[src/rtl/fetch_ctrl.sv]
// fetch_ctrl: instruction-fetch sequencer. Owns the fetch PC, issues one ROM read per cycle,
// buffers responses in a 2-entry queue and handles predictor hits, redirects and halt/drain.
module fetch_ctrl #(
    parameter int             PCW     = 13,
    parameter logic [PCW-1:0] STARTPC = {PCW{1'b0}}
) (
    input  logic           CLK,
    input  logic           NRST,
    input  logic [PCW-1:0] prepc,
    input  logic           hit_predict,
    input  logic [PCW-1:0] nextpc,
    input  logic           fail_predict,
    input  logic           stall,
    input  logic           halt_req,
    output logic           mem_en,
    output logic [PCW-1:0] mem_addr,
    input  logic [31:0]    mem_rdata,
    output logic           out_valid,
    output logic [PCW-1:0] out_pc,
    output logic [31:0]    out_inst,
    output logic           halted
);

    typedef enum logic [1:0] {
        ST_BOOT = 2'd0,
        ST_RUN  = 2'd1,
        ST_HALT = 2'd2
    } state_e;

    localparam logic [PCW-1:0] PC_ONE = {{(PCW-1){1'b0}}, 1'b1};

    state_e         state_q, state_d;
    logic [PCW-1:0] fpc_q, fpc_d;
    logic           infl_q;
    logic [PCW-1:0] infl_pc_q;
    logic [1:0]     cnt_q, cnt_d;
    logic           head_q, head_d;
    logic [PCW-1:0] fifo_pc_q   [2];
    logic [31:0]    fifo_inst_q [2];

    logic           pop_s, push_s, room_s, issue_s, wr_idx_s;
    logic [2:0]     occ_s;
    logic [PCW-1:0] addr_s;

    assign out_valid = (cnt_q != 2'd0);
    assign out_pc    = fifo_pc_q[head_q];
    assign out_inst  = fifo_inst_q[head_q];
    assign halted    = (state_q == ST_HALT);

    // The read strobe is masked while reset is held so the ROM sees no request during reset.
    assign mem_en    = issue_s & NRST;
    assign mem_addr  = mem_en ? addr_s : fpc_q;

    // Next-state, issue decision and queue bookkeeping.
    always_comb begin
        pop_s    = out_valid & ~stall;
        push_s   = infl_q & ~fail_predict;
        occ_s    = {1'b0, cnt_q} + {2'b00, infl_q};
        room_s   = (occ_s < (3'd2 + {2'b00, pop_s}));
        wr_idx_s = head_q ^ cnt_q[0];
        issue_s  = 1'b0;
        addr_s   = fpc_q;
        state_d  = state_q;
        fpc_d    = fpc_q;
        cnt_d    = cnt_q + {1'b0, push_s} - {1'b0, pop_s};
        head_d   = head_q ^ pop_s;

        if (fail_predict) begin
            issue_s = 1'b1;
            addr_s  = nextpc;
            state_d = ST_RUN;
            cnt_d   = 2'd0;
            head_d  = head_q;
            fpc_d   = hit_predict ? prepc : (nextpc + PC_ONE);
        end else if (halt_req) begin
            state_d = ST_HALT;
        end else begin
            case (state_q)
                ST_BOOT: begin
                    issue_s = 1'b1;
                    state_d = ST_RUN;
                end
                ST_RUN: begin
                    issue_s = room_s;
                end
                ST_HALT: begin
                    issue_s = 1'b0;
                end
                default: begin
                    state_d = ST_BOOT;
                end
            endcase
            if (issue_s) begin
                fpc_d = hit_predict ? prepc : (fpc_q + PC_ONE);
            end else begin
                fpc_d = fpc_q;
            end
        end
    end

    // State, PC, in-flight tracking and queue storage.
    always_ff @(posedge CLK or negedge NRST) begin
        if (!NRST) begin
            state_q   <= ST_BOOT;
            fpc_q     <= STARTPC;
            infl_q    <= 1'b0;
            infl_pc_q <= STARTPC;
            cnt_q     <= 2'd0;
            head_q    <= 1'b0;
            for (int i = 0; i < 2; i++) begin
                fifo_pc_q[i]   <= {PCW{1'b0}};
                fifo_inst_q[i] <= 32'd0;
            end
        end else begin
            state_q   <= state_d;
            fpc_q     <= fpc_d;
            infl_q    <= issue_s;
            infl_pc_q <= addr_s;
            cnt_q     <= cnt_d;
            head_q    <= head_d;
            if (push_s) begin
                fifo_pc_q[wr_idx_s]   <= infl_pc_q;
                fifo_inst_q[wr_idx_s] <= mem_rdata;
            end
        end
    end

endmodule

[config.mk]
export PLATFORM = sky130hd
export DESIGN_NAME = fetch_ctrl
export DESIGN_NICKNAME = d
export VERILOG_FILES = /design/src/rtl/fetch_ctrl.sv
export SDC_FILE = /design/constraint.sdc
export NUM_CORES = 1
export LEC_CHECK = 0
export CAP_MARGIN = 20
export CELL_PAD_IN_SITES_DETAIL_PLACEMENT = 0
export CELL_PAD_IN_SITES_GLOBAL_PLACEMENT = 1
export CORE_ASPECT_RATIO = 0.8
export CORE_MARGIN = 2
export CORE_UTILIZATION = 41
export DETAILED_ROUTE_END_ITERATION = 8
export PLACE_DENSITY = 0.85
export SLEW_MARGIN = 10
export SYNTH_ARGS = -nofsm -noshare
export SYNTH_HDL_FRONTEND = slang
export SYNTH_SLANG_ARGS = --single-unit
[constraint.sdc]
create_clock -name CLK -period 2.95 [get_ports CLK]
set_input_delay 0.59 -clock CLK [delete_from_list [all_inputs] [get_ports CLK]]
set_output_delay 0.59 -clock CLK [all_outputs]
set_load 0.02 [all_outputs]
==> impl_metrics.py <==
metrics = {
    "placed_design": {
        "io_buffers": 124,
        "dp_hpwl_mm": 10.2,
        "place_congestion": 0.901,
    },
    "synth": {
        "ys_seq_area_share_pct": 50.2,
        "avgSynthCellArea_um2": 13.0,
        "ys_warn_count": 0,
        "synth_cell_type_count": 49,
        "async_reset_ff_share_pct": 100,
        "netlist.area_leader.share_pct": 50.2,
        "syn_area_um2": 6080,
        "ys_seq_elements": 122,
        "synthCells": 467,
        "synthTopCellsByArea": "dfrtp_1 (50%), mux2_2 (25%), mux2_1 (3.0%)",
        "ys.flop_type": "dfrtp_1",
        "synth_edf_count": 0,
        "yosysTopAreaCell": "dfrtp_1",
        "synth_nets": 540,
    },
    "sta": {
        "period_minus_slack_ps": 2940,
        "finalHoldViolations": 0,
        "worst_pin_slew_ps": 874,
        "finalSetupTns_ps": 0,
        "fmax_mhz": 341,
        "period_share_pct": 99.5,
        "rsz0062_at_grt": "yes",
        "setup_violations": 0,
        "maxSlewViolCount": 0,
        "relSlewSlack_pct": 41.8,
        "fin_skew_ps": 7.91,
    },
    "clock_network": {
        "htreeDepth": 4,
        "cts_buffers": 17,
        "cts_root_buf": "clkbuf_16",
        "clk_pin_slew_ps": 60,
        "cts_hold_buf": 0,
        "clock_sinks": 122,
        "clk_latency_ps": 420,
        "cts_tree": "done",
        "ctsLongestPathBuffers": 2,
    },
    "cells_and_area": {
        "multiInputGateArea_um2": 2890,
        "diodes": 0,
        "syn_to_final_growth_pct": 37.9,
        "regArea_um2": 3060,
        "drive_gt1_share_pct": 38.2,
        "fin_nets": 696,
        "postLayoutCoreUtil_pct": 58.2,
        "n_fill_cell": 1134,
    },
    "floorplan": {
        "core-area_um2": 14400,
        "die_h_um": 113,
        "pin_count": 125,
        "dieWidth_um": 140,
        "core.rowCount": 39,
        "initial_core_util_pct": 42.2,
        "fp.dieArea_um2": 15800,
    },
    "critical_path": {
        "cp.required_ps": 2360,
        "worstPathArrival_ps": 2350,
        "path_max_fanout": 6,
        "startpoint_type": "flip-flop",
        "cp-end-kind": "output port",
        "worstSetupPathType": "reg2out",
    },
    "grt": {
        "grt_antenna_before_repair": 0,
        "grt_max_degree": 69,
        "gr-total-overflow": 0,
        "grt.total_usage_pct": 19.3,
        "grt_first_pass_wirelength_mm": 23.9,
        "grt_pass1_vias": 4620,
    },
    "route": {
        "ant_nets": 0,
        "vias": 4287,
        "drt_iter0_drc": 312,
        "drc": 7,
        "drt-total-wl_mm": 14.8,
        "firstDrtPassIters": 7,
        "avgViaCountPerCell": 5.23,
        "wl_per_cell_um": 18.1,
    },
    "pwr": {
        "irDropWorstVdd_mv": 0.552,
        "p_leak_uw": 0.00352,
        "power_density_nw_per_um2": 1130,
    },
    "status": {
        "status": "complete, but fails checks",
        "violations": "DRC",
    },
    "flow_run": {
        "cap_viol_max_count": 0,
    },
    "worst_hold_path": {
        "hold_path_class": "in2async",
    },
}
cell families (layout without fill, tap and decap cells):
family	after synthesis	after routing	share of synthesized area [%]
multiplexers	162	162	30.5
flip-flops	122	122	50.2
AND/OR/NAND/NOR	75	76	6.47
AO/OA/AOI/OAI	47	47	5.33
buffers and inverters	35	203	3.11
XOR/XNOR	17	17	2.45
adder cells (fa/ha/maj)	9	9	1.85
cell usage in the layout (no fill, tap or decap), types with 3 or more instances in the layout:
cell,count
mux2_2,135
dfrtp_1,121
clkdlybuf4s50_1,108
nor2_1,31
buf_4,31
clkbuf_16,17
mux2_1,16
o21ai_0,15
nand2_1,13
inv_1,10
xor2_1,10
mux2_4,9
xnor2_1,7
a21oi_1,7
nand3_1,6
ha_1,6
buf_6,6
nor3_1,5
a31oi_1,5
clkdlybuf4s15_2,5
buf_12,5
nor2b_1,4
a221oi_1,4
clkinvlp_4,4
clkinv_4,4
clkinv_2,3
buf_2,3
sequential cells by signal, summed over array words and instances (netlist names):
signal	flops
infl_pc_q	13
state_q	2
infl_q	1
fpc_q	13
fifo_pc_q	26
head_q	1
cnt_q	2
fifo_inst_q	64
final cells by class:
type,instances,area share [%]
clock inverter,14,1.78
clock buffer,18,5.24
sequential,122,36.5
timing repair buffer,160,18.7
multi-input combinational,311,34.5
inverter,11,0.523
tap,184,2.75
routing by layer:
layer	global-route usage [%]	vias up	part of all wire (%)
met4	6.94	0	2.0
met2	30.6	144	46
met1	26.3	2132	48
li1	-	1989	-
met5	0	-	0
met3	4.40	22	4.7
path summary, 6_finish.rpt:
kind / startpoint / to / slack, ps / cells after the start
min in group CLK: fifo_pc_q[5]$_DFFE_PN0P_ / fifo_pc_q[5]$_DFFE_PN0P_ / 480 / 1
hold reg to reg: fifo_pc_q[5]$_DFFE_PN0P_ / fifo_pc_q[5]$_DFFE_PN0P_ / 480 / 1
max in group asynchronous: NRST / fifo_pc_q[8]$_DFFE_PN0P_ / 1150 / 3
setup / recovery: cnt_q[0]$_DFF_PN0_ / mem_addr[5] / 10 / 10
setup reg to reg: head_q$_DFFE_PN0N_ / fifo_inst_q[9]$_DFFE_PN0P_ / 810 / 5
hold / removal: NRST / fpc_q[10]$_DFFE_PN0P_ / 430 / 2
synth_stat cells, types with 2 or more instances:
cell type	instances
a31oi_1	5
nor2_1	31
ha_1	9
mux2i_1	2
buf_2	8
o21ai_0	15
xnor2_1	7
mux2_2	135
buf_4	10
a21oi_1	8
nand4_1	2
mux2_1	16
nor3_1	5
clkbuf_1	4
xor2_1	10
mux2_4	9
o22a_1	2
a221oi_1	4
nand2b_1	2
nor2b_1	5
o211ai_1	2
inv_1	10
a211o_1	2
nand3_1	6
nand2_1	13
dfrtp_1	122
power by group:
part | switching [uW] | internal [uW] | total (uW)
clock | 782 | 1270 | 2050
combinational | 1970 | 2520 | 4500
sequential | 510 | 2440 | 2950
critical path, cell delays in order, from the launching register on:
cell and delay (ps):
dfrtp_1 390, ha_2 210, ha_4 150, nand2b_4 130, a21oi_2 150, o21ai_2 110, inv_4 120, nand2_8 90
buf_12 140, mux2_4 300, buf_6 130
through the flow:
stage / hold WS [ps] / cell area (um^2) / worst slack [ps] / cells / power [uW]
4_1_cts: 420 / 8300 / -1.40 / 815 / 9550
3_3_place_gp: 462 / 7680 / -337 / 781 / 7290
6_report: 427 / 8380 / 15.0 / 820 / 9500
3_5_place_dp: 468 / 7680 / -360 / 781 / 7440
2_1_floorplan: 294 / 6080 / 588 / 467 / 5600
5_1_grt: 476 / 8380 / -43.9 / 820 / 10000
timing repair:
| action | CTS | global route |
|---|---|---|
| gates cloned | 0 | 1 |
| gates resized for setup | 54 | 14 |
| pin swaps | 2 | 4 |
| buffers inserted | 2 | 4 |
| setup endpoints to repair | 40 | 12 |
(Power assumes the default switching activity.)
